<file path="src/rtl/axil_bus_router.sv">
// AXI4-Lite 1-to-N router: one upstream slave port fans out to NUM_SLAVES master ports
// selected by an address field, with local DECERR for unmapped targets and a DECERR counter.
module axil_bus_router #(
  parameter int DATA_WIDTH = 32,
  parameter int ADDR_WIDTH = 8,
  parameter int RESP_WIDTH = 2,
  parameter int NUM_SLAVES = 2,
  parameter int SEL_LSB    = 4,
  parameter int SEL_BITS   = 2,
  parameter int CNT_WIDTH  = 16
) (
  input  logic                             s0_axi_aclk,
  input  logic                             s0_axi_areset,
  input  logic [ADDR_WIDTH-1:0]            s0_axi_awaddr,
  input  logic                             s0_axi_awvalid,
  output logic                             s0_axi_awready,
  input  logic [DATA_WIDTH-1:0]            s0_axi_wdata,
  input  logic [DATA_WIDTH/8-1:0]          s0_axi_wstrb,
  input  logic                             s0_axi_wvalid,
  output logic                             s0_axi_wready,
  output logic [RESP_WIDTH-1:0]            s0_axi_bresp,
  output logic                             s0_axi_bvalid,
  input  logic                             s0_axi_bready,
  input  logic [ADDR_WIDTH-1:0]            s0_axi_araddr,
  input  logic                             s0_axi_arvalid,
  output logic                             s0_axi_arready,
  output logic [DATA_WIDTH-1:0]            s0_axi_rdata,
  output logic [RESP_WIDTH-1:0]            s0_axi_rresp,
  output logic                             s0_axi_rvalid,
  input  logic                             s0_axi_rready,
  output logic [NUM_SLAVES*ADDR_WIDTH-1:0] m_axi_awaddr,
  output logic [NUM_SLAVES-1:0]            m_axi_awvalid,
  input  logic [NUM_SLAVES-1:0]            m_axi_awready,
  output logic [NUM_SLAVES*DATA_WIDTH-1:0] m_axi_wdata,
  output logic [NUM_SLAVES*DATA_WIDTH/8-1:0] m_axi_wstrb,
  output logic [NUM_SLAVES-1:0]            m_axi_wvalid,
  input  logic [NUM_SLAVES-1:0]            m_axi_wready,
  input  logic [NUM_SLAVES*RESP_WIDTH-1:0] m_axi_bresp,
  input  logic [NUM_SLAVES-1:0]            m_axi_bvalid,
  output logic [NUM_SLAVES-1:0]            m_axi_bready,
  output logic [NUM_SLAVES*ADDR_WIDTH-1:0] m_axi_araddr,
  output logic [NUM_SLAVES-1:0]            m_axi_arvalid,
  input  logic [NUM_SLAVES-1:0]            m_axi_arready,
  input  logic [NUM_SLAVES*DATA_WIDTH-1:0] m_axi_rdata,
  input  logic [NUM_SLAVES*RESP_WIDTH-1:0] m_axi_rresp,
  input  logic [NUM_SLAVES-1:0]            m_axi_rvalid,
  output logic [NUM_SLAVES-1:0]            m_axi_rready,
  output logic [CNT_WIDTH-1:0]             decerr_count
);

  localparam int STRB_WIDTH = DATA_WIDTH / 8;
  localparam logic [RESP_WIDTH-1:0] RESP_DECERR = RESP_WIDTH'(3);

  typedef enum logic [1:0] {W_IDLE, W_ISSUE, W_WAITB, W_RESP} w_state_t;
  typedef enum logic [1:0] {R_IDLE, R_ISSUE, R_WAITR, R_RESP} r_state_t;

  // One-hot target mask; all zeros means the address is unmapped.
  function automatic logic [NUM_SLAVES-1:0] decode(input logic [ADDR_WIDTH-1:0] addr);
    decode = '0;
    for (int i = 0; i < NUM_SLAVES; i++)
      if (addr[SEL_LSB +: SEL_BITS] == SEL_BITS'(i)) decode[i] = 1'b1;
  endfunction

  w_state_t                w_state;
  logic                    aw_held, w_held, aw_done, w_done;
  logic                    awready_q, wready_q, bvalid_q;
  logic [ADDR_WIDTH-1:0]   awaddr_q;
  logic [DATA_WIDTH-1:0]   wdata_q;
  logic [STRB_WIDTH-1:0]   wstrb_q;
  logic [RESP_WIDTH-1:0]   bresp_q;
  logic [NUM_SLAVES-1:0]   wmask, awvalid_q, wvalid_q, bready_q;

  r_state_t                r_state;
  logic                    arready_q, rvalid_q;
  logic [ADDR_WIDTH-1:0]   araddr_q;
  logic [DATA_WIDTH-1:0]   rdata_q;
  logic [RESP_WIDTH-1:0]   rresp_q;
  logic [NUM_SLAVES-1:0]   rmask, arvalid_q, rready_q;

  logic [CNT_WIDTH-1:0]    cnt_q;
  logic [CNT_WIDTH:0]      cnt_sum;
  logic [1:0]              dec_inc;

  logic                    aw_fire, w_fire, aw_have, w_have, aw_hs, w_hs, b_hs;
  logic                    ar_fire, ar_hs, r_hs;
  logic [ADDR_WIDTH-1:0]   aw_addr_cur;
  logic [NUM_SLAVES-1:0]   w_dec, ar_dec;
  logic [RESP_WIDTH-1:0]   bresp_sel, rresp_sel;
  logic [DATA_WIDTH-1:0]   rdata_sel;

  assign aw_fire     = s0_axi_awvalid & awready_q;
  assign w_fire      = s0_axi_wvalid & wready_q;
  assign aw_have     = aw_held | aw_fire;
  assign w_have      = w_held | w_fire;
  assign aw_addr_cur = aw_held ? awaddr_q : s0_axi_awaddr;
  assign w_dec       = decode(aw_addr_cur);
  assign aw_hs       = |(awvalid_q & m_axi_awready);
  assign w_hs        = |(wvalid_q & m_axi_wready);
  assign b_hs        = |(bready_q & m_axi_bvalid);
  assign ar_fire     = s0_axi_arvalid & arready_q;
  assign ar_dec      = decode(s0_axi_araddr);
  assign ar_hs       = |(arvalid_q & m_axi_arready);
  assign r_hs        = |(rready_q & m_axi_rvalid);

  always_comb begin
    bresp_sel = '0;
    rresp_sel = '0;
    rdata_sel = '0;
    for (int i = 0; i < NUM_SLAVES; i++) begin
      if (wmask[i]) bresp_sel = m_axi_bresp[i*RESP_WIDTH +: RESP_WIDTH];
      if (rmask[i]) begin
        rresp_sel = m_axi_rresp[i*RESP_WIDTH +: RESP_WIDTH];
        rdata_sel = m_axi_rdata[i*DATA_WIDTH +: DATA_WIDTH];
      end
    end
  end

  // Write engine: AW and W are collected independently, then issued together downstream.
  always_ff @(posedge s0_axi_aclk) begin
    if (s0_axi_areset) begin
      w_state   <= W_IDLE;
      aw_held   <= 1'b0;
      w_held    <= 1'b0;
      aw_done   <= 1'b0;
      w_done    <= 1'b0;
      awready_q <= 1'b0;
      wready_q  <= 1'b0;
      bvalid_q  <= 1'b0;
      bresp_q   <= '0;
      awaddr_q  <= '0;
      wdata_q   <= '0;
      wstrb_q   <= '0;
      wmask     <= '0;
      awvalid_q <= '0;
      wvalid_q  <= '0;
      bready_q  <= '0;
    end else begin
      case (w_state)
        W_IDLE: begin
          if (aw_fire) begin
            aw_held  <= 1'b1;
            awaddr_q <= s0_axi_awaddr;
          end
          if (w_fire) begin
            w_held  <= 1'b1;
            wdata_q <= s0_axi_wdata;
            wstrb_q <= s0_axi_wstrb;
          end
          awready_q <= !aw_have;
          wready_q  <= !w_have;
          if (aw_have && w_have) begin
            aw_held <= 1'b0;
            w_held  <= 1'b0;
            wmask   <= w_dec;
            if (|w_dec) begin
              awvalid_q <= w_dec;
              wvalid_q  <= w_dec;
              aw_done   <= 1'b0;
              w_done    <= 1'b0;
              w_state   <= W_ISSUE;
            end else begin
              bvalid_q <= 1'b1;
              bresp_q  <= RESP_DECERR;
              w_state  <= W_RESP;
            end
          end
        end
        W_ISSUE: begin
          if (aw_hs) begin
            awvalid_q <= '0;
            aw_done   <= 1'b1;
          end
          if (w_hs) begin
            wvalid_q <= '0;
            w_done   <= 1'b1;
          end
          if ((aw_done || aw_hs) && (w_done || w_hs)) begin
            bready_q <= wmask;
            w_state  <= W_WAITB;
          end
        end
        W_WAITB: begin
          if (b_hs) begin
            bready_q <= '0;
            bvalid_q <= 1'b1;
            bresp_q  <= bresp_sel;
            w_state  <= W_RESP;
          end
        end
        W_RESP: begin
          if (s0_axi_bready) begin
            bvalid_q  <= 1'b0;
            awready_q <= 1'b1;
            wready_q  <= 1'b1;
            w_state   <= W_IDLE;
          end
        end
        default: w_state <= W_IDLE;
      endcase
    end
  end

  // Read engine: single outstanding AR, response buffered until the upstream accepts it.
  always_ff @(posedge s0_axi_aclk) begin
    if (s0_axi_areset) begin
      r_state   <= R_IDLE;
      arready_q <= 1'b0;
      rvalid_q  <= 1'b0;
      araddr_q  <= '0;
      rdata_q   <= '0;
      rresp_q   <= '0;
      rmask     <= '0;
      arvalid_q <= '0;
      rready_q  <= '0;
    end else begin
      case (r_state)
        R_IDLE: begin
          arready_q <= 1'b1;
          if (ar_fire) begin
            arready_q <= 1'b0;
            araddr_q  <= s0_axi_araddr;
            rmask     <= ar_dec;
            if (|ar_dec) begin
              arvalid_q <= ar_dec;
              r_state   <= R_ISSUE;
            end else begin
              rvalid_q <= 1'b1;
              rresp_q  <= RESP_DECERR;
              rdata_q  <= '0;
              r_state  <= R_RESP;
            end
          end
        end
        R_ISSUE: begin
          if (ar_hs) begin
            arvalid_q <= '0;
            rready_q  <= rmask;
            r_state   <= R_WAITR;
          end
        end
        R_WAITR: begin
          if (r_hs) begin
            rready_q <= '0;
            rvalid_q <= 1'b1;
            rresp_q  <= rresp_sel;
            rdata_q  <= rdata_sel;
            r_state  <= R_RESP;
          end
        end
        R_RESP: begin
          if (s0_axi_rready) begin
            rvalid_q  <= 1'b0;
            arready_q <= 1'b1;
            r_state   <= R_IDLE;
          end
        end
        default: r_state <= R_IDLE;
      endcase
    end
  end

  // Counts DECERR responses as they are accepted upstream, saturating at all-ones.
  assign dec_inc = {1'b0, (bvalid_q && s0_axi_bready && bresp_q == RESP_DECERR)}
                 + {1'b0, (rvalid_q && s0_axi_rready && rresp_q == RESP_DECERR)};
  assign cnt_sum = {1'b0, cnt_q} + (CNT_WIDTH+1)'(dec_inc);

  always_ff @(posedge s0_axi_aclk) begin
    if (s0_axi_areset) cnt_q <= '0;
    else if (cnt_sum[CNT_WIDTH]) cnt_q <= '1;
    else cnt_q <= cnt_sum[CNT_WIDTH-1:0];
  end

  assign s0_axi_awready = awready_q;
  assign s0_axi_wready  = wready_q;
  assign s0_axi_bvalid  = bvalid_q;
  assign s0_axi_bresp   = bresp_q;
  assign s0_axi_arready = arready_q;
  assign s0_axi_rvalid  = rvalid_q;
  assign s0_axi_rresp   = rresp_q;
  assign s0_axi_rdata   = rdata_q;
  assign m_axi_awvalid  = awvalid_q;
  assign m_axi_wvalid   = wvalid_q;
  assign m_axi_bready   = bready_q;
  assign m_axi_arvalid  = arvalid_q;
  assign m_axi_rready   = rready_q;
  assign decerr_count   = cnt_q;

  // Payloads appear only on the port whose valid is raised, keeping idle ports at zero.
  for (genvar g = 0; g < NUM_SLAVES; g++) begin : g_port
    assign m_axi_awaddr[g*ADDR_WIDTH +: ADDR_WIDTH] = awvalid_q[g] ? awaddr_q : '0;
    assign m_axi_wdata[g*DATA_WIDTH +: DATA_WIDTH]  = wvalid_q[g] ? wdata_q : '0;
    assign m_axi_wstrb[g*STRB_WIDTH +: STRB_WIDTH]  = wvalid_q[g] ? wstrb_q : '0;
    assign m_axi_araddr[g*ADDR_WIDTH +: ADDR_WIDTH] = arvalid_q[g] ? araddr_q : '0;
  end

endmodule

</file>
<file path="config.mk">
export PLATFORM = sky130hd
export DESIGN_NAME = axil_bus_router
export DESIGN_NICKNAME = d
export VERILOG_FILES = /design/src/rtl/axil_bus_router.sv
export SDC_FILE = /design/constraint.sdc
export NUM_CORES = 1
export LEC_CHECK = 0
export ABC_AREA = 1
export CORE_AREA = 2 2 131 133
export DETAILED_ROUTE_END_ITERATION = 10
export DIE_AREA = 0 0 133 135
export HOLD_SLACK_MARGIN = 0.03
export PLACE_DENSITY = 0.8
export SLEW_MARGIN = 0
export SYNTH_ARGS = -nofsm -noshare
export SYNTH_HDL_FRONTEND = slang
export SYNTH_SLANG_ARGS = --single-unit
</file>
<file path="constraint.sdc">
create_clock -name s0_axi_aclk -period 2.82 [get_ports s0_axi_aclk]
set_input_delay 0.846 -clock s0_axi_aclk [delete_from_list [all_inputs] [get_ports s0_axi_aclk]]
set_output_delay 0.846 -clock s0_axi_aclk [all_outputs]
set_load 0.005 [all_outputs]
</file>
# == After elaboration in Yosys (flattened, before gate mapping) ==
# Index checks and enable logic that the tools add are counted.
# W data, S select, Z words.
# classes
muxes,86
reduce_logical,52
n_eq_ne,24
addsub,2
n_bitwise,10
# op_table
cell,count
$mux W32,7
$pmux W32 S2,1
$mux W2,31
$mux W8,4
$ne A2 B2 Y1 const B,14
$pmux W2 S2,7
$reduce_and A4 Y1,7
$mux W1,23
$reduce_bool A2 Y1,10
$add A16 B2 Y17,1
$mux W16,1
$pmux W2 S4,2
$reduce_and A2 Y1,8
$reduce_or A2 Y1,7
$eq A2 B2 Y1 const B,6
$and A2 B2 Y2,5
$pmux W1 S2,5
$reduce_and A5 Y1,2
$eq A2 B1 Y1 const B,4
$logic_not A2 Y1,4
$mux W4,2
$logic_and A1 B1 Y1,6
$mux W6,1
$pmux W1 S3,2
other kinds (7),14
# word_totals
reg_bits,131
inputBits,141
out_inout_bits,171

# == Longest topological paths before layout ==
# Gate-level depths: netlist (run 1).
# logic_depth
word_depth,7
ltp_mapped,12
depth_no_buf,12

# == Worst setup path after synthesis (run 1) ==
# Ideal clock, no wire load.
# synth_path
path_type,in2reg
startpoint,input s0_axi_bready
endpoint,register cnt_q[12] (netlist: decerr_count[12])
setup_time_ns,0.110
arrival_ns,2.225
stages,11
path_slack_ns,0.485
required_time_ns,2.710
path_cell_list,nand2_1 nor2_1 fa_1 ha_1 nand3_1 inv_1 nand4_1 buf_2 nand3_1 nand2_1 inv_1
# synth_via
elab_chain_cells,5
# synth_rtl
element,line_no,rtl
start: declaration,23,"input logic s0_axi_bready,"
$logic_and A1 B1 Y1 (2 in a row),263,"assign dec_inc = {1'b0, (bvalid_q && s0_axi_bready && bresp_q == RESP_DECERR)}"
$add A1 B1 Y2,264,"+ {1'b0, (rvalid_q && s0_axi_rready && rresp_q == RESP_DECERR)};"
$add A16 B2 Y17,265,"assign cnt_sum = {1'b0, cnt_q} + (CNT_WIDTH+1)'(dec_inc);"
$mux W16,269,else if (cnt_sum[CNT_WIDTH]) cnt_q <= '1;
end signal: assignment,270,else cnt_q <= cnt_sum[CNT_WIDTH-1:0];
end: declaration,80,logic [CNT_WIDTH-1:0] cnt_q;
# No other way between the ends.
# A chain may end at the register's enable or synchronous reset.

# == Worst setup path in the final report (run 1) ==
# layout_path
startpoint,register wvalid_q[0] (netlist: m_axi_wvalid[0])
endpoint,output m_axi_wstrb[1]
# layout_via
elab_chain_cells,1
# layout_rtl
element,line_no,rtl
start: declaration,71,"logic [NUM_SLAVES-1:0] wmask, awvalid_q, wvalid_q, bready_q;"
start signal: assignment,157,wvalid_q <= w_dec;
$mux W4,292,assign m_axi_wstrb[g*STRB_WIDTH +: STRB_WIDTH] = wvalid_q[g] ? wstrb_q : '0;
end: declaration,35,"output logic [NUM_SLAVES*DATA_WIDTH/8-1:0] m_axi_wstrb,"
# No other way between the ends.

==> flow_summary.ini, run 1 <==
[routing]
drt_wl_total_um = 21800
wl_per_cell_um = 13.5
drt-initial-drc-count = 406
firstDrtPassIters = 5
drc = 0
viasPerCell = 4.76
vias = 7669
postRouteAntennaNets = 0

[final_layout]
area_delta_synth_final_pct = 55.3
drive_gt1_frac = 0.0439
n_fill_cell = 1492
nets = 1531
design_area_um2 = 10600

[synthesis]
ys_top_cells_by_area = dfxtp_1, nand2_1, a21oi_1
synth_warnings = 0
yosys_register_bits = 131
synth.net_count = 1240
synthArstFlopShare = 0
synth_top_area_share = 0.384
synth_area_um2 = 6840
dominantRegCellSynth = dfxtp_1
synth_top_area_cell = dfxtp_1
syn-mean-instance-area_um2 = 6.28
synth_cell_type_count = 32
syn_inst = 1089
synth_seq_area_share = 0.384
synth-edff-count = 0

[timing]
worstMarginPinSlew_ps = 752
finalSetupViolCount = 0
max-slew-margin-rel = 0.499
min_period_ps = 2670
rsz0062_at_grt = no
holdWs_ps = 458
finClkSkew_ps = 9.30
post-route-period-util = 0.947
fmax_ghz = 0.375
slew_violations = 0
finalHoldViolations = 0

[pwr]
p_int_mw = 4.24
comb_power_share = 0.349
swShare = 0.366
leakage_nw = 4.70
seq_power_share = 0.362
p_per_area_nw_per_um2 = 630
pwr-share-clk = 0.289
vdd_drop_max_mv = 0.431
switching_power_mw = 2.45
power.total_mw = 6.69

[worst_setup_path]
crit_buf_inv = 3
cp_top_family = buffers and inverters
crit_chain = buf_4 > nand2_1 > inv_1 > clkdlybuf4s50_1
slowest_stage = clkdlybuf4s50_1
cpPeakStageDelay_ps = 540
start_kind = flip-flop
crit_path_max_fanout = 38
cp_data_arrival_time_ps = 1820
end_kind = primary output
worstPathRequired_ps = 1970
path_class = flip-flop to primary output

[clock_tree]
cts.sinks = 131
cts-htree-levels = 4
post_cts_buffers = 0
cts_buffers = 17
ctsResizeCount = 0
insertion_delay_ps = 420
cts_tree = yes
hold_buffers = 0
cts-root-buf = clkbuf_16
cts_max_path_buffers = 2
clkTransAtPathRegs_ps = 50

[floorplanning]
die_y_um = 135
coreArea_um2 = 16400
dieArea_um2 = 18000
die_w_um = 133
io-pin-count = 312
initial_core_util = 0.417
rows = 47

[global_routing]
grt_max_degree = 73
grt_pass1_vias = 6916
antenna_found_initial = 0
grt_overflow = 0
grt_usage = 0.237
grt_pass1_wl_um = 34400

[placement]
hpwl_um = 16200
gp_congestion = 0.871
port_buffers = 311
placed_area_um2 = 10100

[min_path]
hold_path_class = flip-flop to flip-flop

[job]
drv_cap = 0

[run_status]
status = complete, no violations
[flip-flops by register name, summed over array words and instances, names as in the netlist, 2 cells and up]
signal and flops:
wdata_q 32, s0_axi_rdata 32, w_state 2, decerr_count 16
rmask 2, wstrb_q 4, m_axi_arvalid 2, m_axi_wvalid 2
s0_axi_bresp 2, awaddr_q 8, m_axi_awvalid 2, araddr_q 8
m_axi_rready 2, s0_axi_rresp 2, wmask 2, m_axi_bready 2
r_state 2
[kinds of logic after synthesis]
kind of cell / Yosys count / share of synthesized area
AO/OA/AOI/OAI: 218 / 0.163
XOR/XNOR: 7 / 0.00897
adder cells (fa/ha/maj): 10 / 0.0194
buffers and inverters: 259 / 0.150
flip-flops: 131 / 0.384
AND/OR/NAND/NOR: 464 / 0.275
[area by class of cell]
type / count / area (um2) / share of cell area
multi-input cells: 699 / 3190 / 0.301
diodes: 1 / 2.50 / 0.000236
clock buffers: 23 / 478 / 0.0450
clock inverters: 6 / 32.5 / 0.00306
repair buffers: 332 / 3270 / 0.308
inverters: 199 / 749 / 0.0706
well taps: 220 / 275 / 0.0259
flip-flops and latches: 131 / 2620 / 0.247
[synthesized netlist by cell type, types with 3 or more instances]
master    count
a211oi_1      3
a21oi_1     146
a31oi_1       3
buf_2        17
buf_6         3
clkbuf_1     37
clkinv_1      3
dfxtp_1     131
ha_1          9
inv_1       193
nand2_1     332
nand3_1      60
nand4_1       6
nor2_1       53
o21ai_0      63
or2_2         4
xor2_1        5
[per-stage QoR]
step                utilization  std cells  TNS (ps)  setup WS (ps)
global route              0.647       1610         0           59.9
floorplan                     -       1089         0            485
finish                    0.647       1611         0            151
global placement          0.616       1581      -160          -41.5
CTS                       0.647       1610         0            126
detailed placement        0.616       1581      -526           -103
[layout by cell type (no fill, tap or decap), drive strengths merged, types with 3 or more instances in the layout]
cell / Yosys / routed
clkinv: 3 / 7
ha: 9 / 9
a211oi: 3 / 3
nand3: 61 / 61
nor2: 54 / 54
buf: 23 / 22
a31oi: 3 / 3
or2: 5 / 5
inv: 196 / 197
clkdlybuf4s50: 0 / 310
a21oi: 146 / 146
o21ai: 64 / 64
xor2: 5 / 5
dfxtp: 131 / 131
nand4: 7 / 7
clkbuf: 37 / 23
nand2: 333 / 333
[tightest hold or removal path: cells and delay by family (launching register included)]
family / cells / cell delay, ps
flops: 1 / 310
compound gates: 1 / 50
buf+inv: 1 / 50
[routing by layer]
layer / GRT usage / up-vias / wire (um)
met3: 0.0627 / 47 / 1420
met1: 0.284 / 3422 / 9050
met5: 0 / - / 0
met4: 0.106 / 0 / 653
met2: 0.401 / 267 / 10600
li1: - / 3933 / -
[worst paths after layout]
path	startpoint	end	slack [ps]	cells past startpoint
max	m_axi_wvalid[0]	m_axi_wstrb[1]	150	4
min	wdata_q[14]	wdata_q[14]	460	2
max reg2reg	r_state[0]	s0_axi_rdata[15]	860	8
min reg2reg	wdata_q[14]	wdata_q[14]	460	2
[power groups by stage]
stage	Combinational, mW	Clock [mW]	Sequential (mW)
global placement	2.29	0	2.44
detailed placement	2.33	0	2.45
finish	2.34	1.93	2.42
global route	2.64	2.05	2.46
floorplan	1.58	0	2.37
CTS	2.35	1.97	2.42
No activity file was read; power rests on OpenSTA's default activity.
==> run 2, diff against run 1 <==
--- a/config.mk
+++ b/config.mk
@@ -7,10 +7,12 @@
 export LEC_CHECK = 0
 export ABC_AREA = 1
 export CORE_AREA = 2 2 131 133
+export CTS_CLUSTER_DIAMETER = 50
 export DETAILED_ROUTE_END_ITERATION = 10
 export DIE_AREA = 0 0 133 135
 export HOLD_SLACK_MARGIN = 0.03
 export PLACE_DENSITY = 0.8
+export REMOVE_ABC_BUFFERS = 1
 export SLEW_MARGIN = 0
 export SYNTH_ARGS = -nofsm -noshare
 export SYNTH_HDL_FRONTEND = slang
==> flow_summary.ini, run 2 (synthesis gave the netlist of run 1 again) <==
[job]
drv_cap = 0

[floorplanning]
die_y_um = 135
rows = 47
dieArea_um2 = 18000
initial_core_util = 0.417
die_w_um = 133
io-pin-count = 312
coreArea_um2 = 16400

[timing]
slew_violations = 0
finalWorstSetupSlack_ps = 220
worstMarginPinSlew_ps = 812
setup_tns_ps = 0
finalSetupViolCount = 0
fmax_ghz = 0.385
min_period_ps = 2600
post-route-period-util = 0.922
finalHoldViolations = 0
finClkSkew_ps = 6.70
max-slew-margin-rel = 0.455
rsz0062_at_grt = no

[worst_setup_path]
crit_path_max_fanout = 34
start_kind = flip-flop
end_kind = primary output
worstPathRequired_ps = 1970
cp_data_arrival_time_ps = 1750
path_class = flip-flop to primary output

[clock_tree]
cts-htree-levels = 4
cts.sinks = 131
cts_tree = yes
clkTransAtPathRegs_ps = 50
cts_buffers = 17
insertion_delay_ps = 420
cts_max_path_buffers = 2
cts-root-buf = clkbuf_16

[pwr]
leakage_nw = 4.75
vdd_drop_max_mv = 0.541
p_per_area_nw_per_um2 = 661
power.total_mw = 7.11

[global_routing]
grt-busiest-layer = met2
grt_pass1_vias = 6943
grt_max_degree = 69
antenna_found_initial = 2
grt_overflow = 0
grt.met2_usage = 0.420
grt_pass1_wl_um = 34000
met1_usage = 0.260
use_met3 = 0.0773
grt_usage = 0.239

[routing]
firstDrtPassIters = 5
viasPerCell = 4.73
drc = 0
postRouteAntennaNets = 0
drt-initial-drc-count = 403
vias = 7632
wl_per_cell_um = 13.2
drt_wl_total_um = 21300

[placement]
hpwl_um = 16200
dp_slack_ps = -85.9
port_buffers = 311
gp_congestion = 0.890
placed_area_um2 = 10100

[min_path]
hold_path_class = flip-flop to flip-flop

[final_layout]
n_fill_cell = 1437
area_delta_synth_final_pct = 57.4
post-route-util = 0.656
nets = 1528
layout_commonest_cell = nand2_1
design_area_um2 = 10800
mostFrequentLayoutCells = nand2_1, clkdlybuf4s50_1, inv_1, a21oi_1, dfxtp_1
drive_gt1_frac = 0.0453

[run_status]
status = complete, no violations
## run 2: cell count changes in the layout (fill, tap and decap cells not counted), moves of 2 or more
cell,change
buf_4,-6
bufinv_16,+4
clkinv_4,+4
buf_12,+3
clkinv_2,-3
clkbuf_1,-2
## run 2: layout make-up
class	instances	area, um2	share of cell area
repair buffers	329	3280	0.305
multi-input cells	699	3190	0.296
flip-flops and latches	131	2620	0.244
inverters	199	749	0.0696
clock buffers	20	457	0.0424
well taps	220	275	0.0256
clock inverters	12	180	0.0167
diodes	2	5.00	0.000465
## run 2: worst max-delay path, stage by stage (launching register included)
cell and delay (ps):
dfxtp_2 420, buf_12 210, nand2_1 140, inv_1 70
clkdlybuf4s50_1 490
## run 2: final timing paths
kind	startpoint	to	slack (ps)	cells after the start
hold reg to reg	wdata_q[14]	wdata_q[14]	460	2
hold / removal	wdata_q[14]	wdata_q[14]	460	2
setup / recovery	m_axi_wvalid[1]	m_axi_wdata[50]	220	4
setup reg to reg	s0_axi_rresp[0]	decerr_count[14]	920	12
## run 2: what timing repair did
| action | CTS | global route |
|---|---|---|
| hold buffers | 0 | 0 |
| setup buffers | 0 | 0 |
| setup endpoints to repair | 0 | 1 |
| gates resized for setup | 0 | 1 |
## run 2: power breakdown
group	switching, mW	internal [mW]
sequential	0.267	2.16
clock	0.827	1.53
combinational	1.40	0.933
## run 2: layer usage
layer  up-vias  part of all wire  wire length, um
met4         0             0.038              819
li1       3941                 -                -
met2       317              0.49            10400
met3        45             0.088             1880
met5         -                 0                0
met1      3329              0.38             8170
## run 2: stage by stage
| step | hold WS (ps) | std cells |
|---|---|---|
| floorplan | 433 | 1029 |
| global placement | 445 | 1578 |
| detailed placement | 449 | 1578 |
| CTS | 458 | 1610 |
| global route | 471 | 1612 |
| finish | 458 | 1612 |
==> run 3, diff against run 2 <==
--- a/config.mk
+++ b/config.mk
@@ -11,9 +11,11 @@
 export DETAILED_ROUTE_END_ITERATION = 10
 export DIE_AREA = 0 0 133 135
 export HOLD_SLACK_MARGIN = 0.03
+export MAX_ROUTING_LAYER = met4
 export PLACE_DENSITY = 0.8
 export REMOVE_ABC_BUFFERS = 1
 export SLEW_MARGIN = 0
 export SYNTH_ARGS = -nofsm -noshare
 export SYNTH_HDL_FRONTEND = slang
 export SYNTH_SLANG_ARGS = --single-unit
+export TNS_END_PERCENT = 20
==> flow_summary.ini, run 3 (synthesis gave the netlist of run 1 again) <==
[run_status]
status = complete, no violations

[clock_tree]
cts-root-buf = clkbuf_16
cts.sinks = 131
cts_buffers = 17
cts-htree-levels = 4
ctsResizeCount = 0
insertion_delay_ps = 420
cts_tree = yes
hold_buffers = 0
clkTransAtPathRegs_ps = 50
cts_max_path_buffers = 2
post_cts_buffers = 0

[global_routing]
grt_pass1_wl_um = 33900
grt_usage = 0.246
antenna_found_initial = 2
grt_overflow = 0
grt_pass1_vias = 6947
grt_max_degree = 69

[floorplanning]
die_w_um = 133
initial_core_util = 0.417
io-pin-count = 312
dieArea_um2 = 18000
coreArea_um2 = 16400
rows = 47
die_y_um = 135

[worst_setup_path]
ff2ff_path_depth = 12
crit_path_max_fanout = 34
end_kind = primary output
path_class = flip-flop to primary output
cp_data_arrival_time_ps = 1760
worstPathRequired_ps = 1970
start_kind = flip-flop

[placement]
port_buffers = 311
gp_congestion = 0.905
placed_area_um2 = 10100
hpwl_um = 16200
dp.cells = 1578

[final_layout]
nets = 1528
mostFrequentLayoutCells = nand2_1, clkdlybuf4s50_1, inv_1, a21oi_1, dfxtp_1
design_area_um2 = 10800
drive_gt1_frac = 0.0453
finalNonFillerCells = 1612
post-route-util = 0.656
layout_commonest_cell = nand2_1
area_delta_synth_final_pct = 57.4

[timing]
rsz0062_at_grt = no
holdWs_ps = 458
fmax_ghz = 0.384
slew_violations = 0
finalHoldViolations = 0
max-slew-margin-rel = 0.454
worstMarginPinSlew_ps = 814
min_period_ps = 2600
finClkSkew_ps = 6.98
post-route-period-util = 0.922
finalSetupViolCount = 0
setup_tns_ps = 0

[pwr]
switching_power_mw = 2.49
p_per_area_nw_per_um2 = 661
vdd_drop_max_mv = 0.542
p_int_mw = 4.62
swShare = 0.351
comb_power_share = 0.329
seq_power_share = 0.341
leakage_nw = 4.75
pwr-share-clk = 0.330

[routing]
drc = 0
viasPerCell = 4.71
postRouteAntennaNets = 0
firstDrtPassIters = 5
wl_per_cell_um = 13.3
drt-initial-drc-count = 398
drt_wl_total_um = 21400
vias = 7588

[min_path]
hold_depth = 2
hold_path_class = flip-flop to flip-flop

[job]
drv_cap = 0
run 3: cell counts in the layout (fill, tap and decap cells not counted):
No cell type changed its count.
run 3: final timing paths:
| check | startpoint | endpoint | slack, ps |
|---|---|---|---|
| max | m_axi_wvalid[1] | m_axi_wdata[50] | 220 |
| min | wdata_q[14] | wdata_q[14] | 460 |
| max reg2reg | s0_axi_rresp[0] | decerr_count[14] | 920 |
| min reg2reg | wdata_q[14] | wdata_q[14] | 460 |
run 3: area by class of cell:
cell class                 count  area [um2]
tap                          220         275
inverter                     199         749
clock inverter                12         180
sequential                   131        2620
multi-input combinational    699        3190
timing repair buffer         329        3280
antenna                        2        5.00
fill                        1437        5650
clock buffer                  20         457
run 3: stage by stage:
stage          setup slack [ps]  total power, mW
2_1_floorplan               448             3.76
3_3_place_gp              -30.6             4.76
3_5_place_dp              -85.9             4.80
4_1_cts                    61.5             7.16
5_1_grt                     120             7.57
6_report                    219             7.11
run 3: power by group through the flow:
stage               clock (mW)  sequential, mW  combinational [mW]
global route              2.45            2.46                2.65
floorplan                    0            2.46                1.30
CTS                       2.38            2.42                2.36
detailed placement           0            2.46                2.34
global placement             0            2.45                2.31
finish                    2.35            2.42                2.34
run 3: routing by layer:
metal  track usage  wire length [um]  up-vias  part of all wire
met1         0.265              8480     3303              0.40
met4         0.121               760        0             0.036
met3        0.0661              1580       40             0.074
met5             -                 0        -                 0
met2         0.419             10600      304              0.49
li1              -                 -     3941                 -
run 3: worst max-delay path: stages (launching register included):
cell	delay (ps)
dfxtp_2	420
buf_12	210
nand2_1	140
inv_1	70
clkdlybuf4s50_1	490
==> patch, RTL diff (flow settings as in run 2) <==
The parameter `RESP_WIDTH` goes from 2 to 3.
--- a/src/rtl/axil_bus_router.sv
+++ b/src/rtl/axil_bus_router.sv
@@ -3,7 +3,7 @@
 module axil_bus_router #(
   parameter int DATA_WIDTH = 32,
   parameter int ADDR_WIDTH = 8,
-  parameter int RESP_WIDTH = 2,
+  parameter int RESP_WIDTH = 3,
   parameter int NUM_SLAVES = 2,
   parameter int SEL_LSB    = 4,
   parameter int SEL_BITS   = 2,
Interface: changed (resized m_axi_bresp, m_axi_rresp, s0_axi_bresp and s0_axi_rresp); port bits go from 312 to 318. The function was not compared with the original's and may differ.
==> patch against run 2 <==
Sequential cell count grew 2. Power grew 6.3%. Worst setup slack lost 83 ps. Sequential share of layout area shrank 0.061 points. Final area grew 1.7%. Register-to-register slack lost 430 ps. Synthesized area grew 2.5%. Utilization grew 1.1 points. Clock skew grew 1.2 ps. Count of clock-buffer cells in the layout grew 3. Routed wire length grew 5.9%. Die area is the same. Largest power group is now combinational cells.
==> patch: results <==
{
  "grt_pass1_vias": 7231,
  "cp_data_arrival_time_ps": 1840,
  "synth_fa_ha_area_frac": 0.0189,
  "io_buffers": 317,
  "slowest_delay_ps": 590,
  "gp_congestion": 0.832,
  "hold_ws_ps": 458,
  "irDropWorstVdd_uv": 473,
  "tightest_slew_ps": 971,
  "grt_max_degree": 74,
  "worstPathMaxFanout": 39,
  "dr.first_iter.drc_count": 400,
  "grt_usage": 0.250,
  "post_drt_wl_per_cell_um": 13.9,
  "antenna_found_initial": 0,
  "yosysSeqAreaShare": 0.380,
  "cp-endpoint": "m_axi_wdata[43]",
  "status": "finished clean",
  "pg_seq_mw": 2.54,
  "reg2reg_to": "decerr_count[10]",
  "syn_inst": 1097,
  "rr_worst_depth": 11,
  "clkPwrFrac": 0.305,
  "power_switching_mw": 2.75,
  "r2r_slack_ps": 490,
  "vias": 7844,
  "synth_xor_area_frac": 0.0112,
  "dp_hpwl_mm": 16.8,
  "placed_cell_area_sq_um": 10300,
  "layout.nets": 1549,
  "synth.distinct_cells": 37,
  "synthTopCellsByCount": "nand2_1, inv_1, dfxtp_1"
}
==> patch: cell count changes after synthesis, sizes merged, moves of 3 or more <==
cell,change
a21oi,-35
buf,+5
clkbuf,-7
inv,+4
nand2,-7
nand3,+38
nor3,+7
or2,-3
xnor2,+3
==> patch: final cells by class <==
class	instances	area [sq um]	share of cell area
clock buffers	23	488	0.0446
repair buffers	336	3350	0.306
inverters	202	758	0.0693
clock inverters	9	124	0.0113
multi-input cells	704	3290	0.301
well taps	220	275	0.0251
flip-flops and latches	133	2660	0.243
==> patch: metal layers <==
layer	wire length, um	global-route usage
met2	11000	0.433
met5	0	0
met3	1830	0.0736
met4	850	0.125
met1	8860	0.282
==> patch: worst max-delay path: cells and delay by family, from the launching register on <==
kind | cells | cell delay [ps]
flip-flops | 1 | 300
buffers and inverters | 3 | 1020
AND/OR/NAND/NOR | 1 | 90
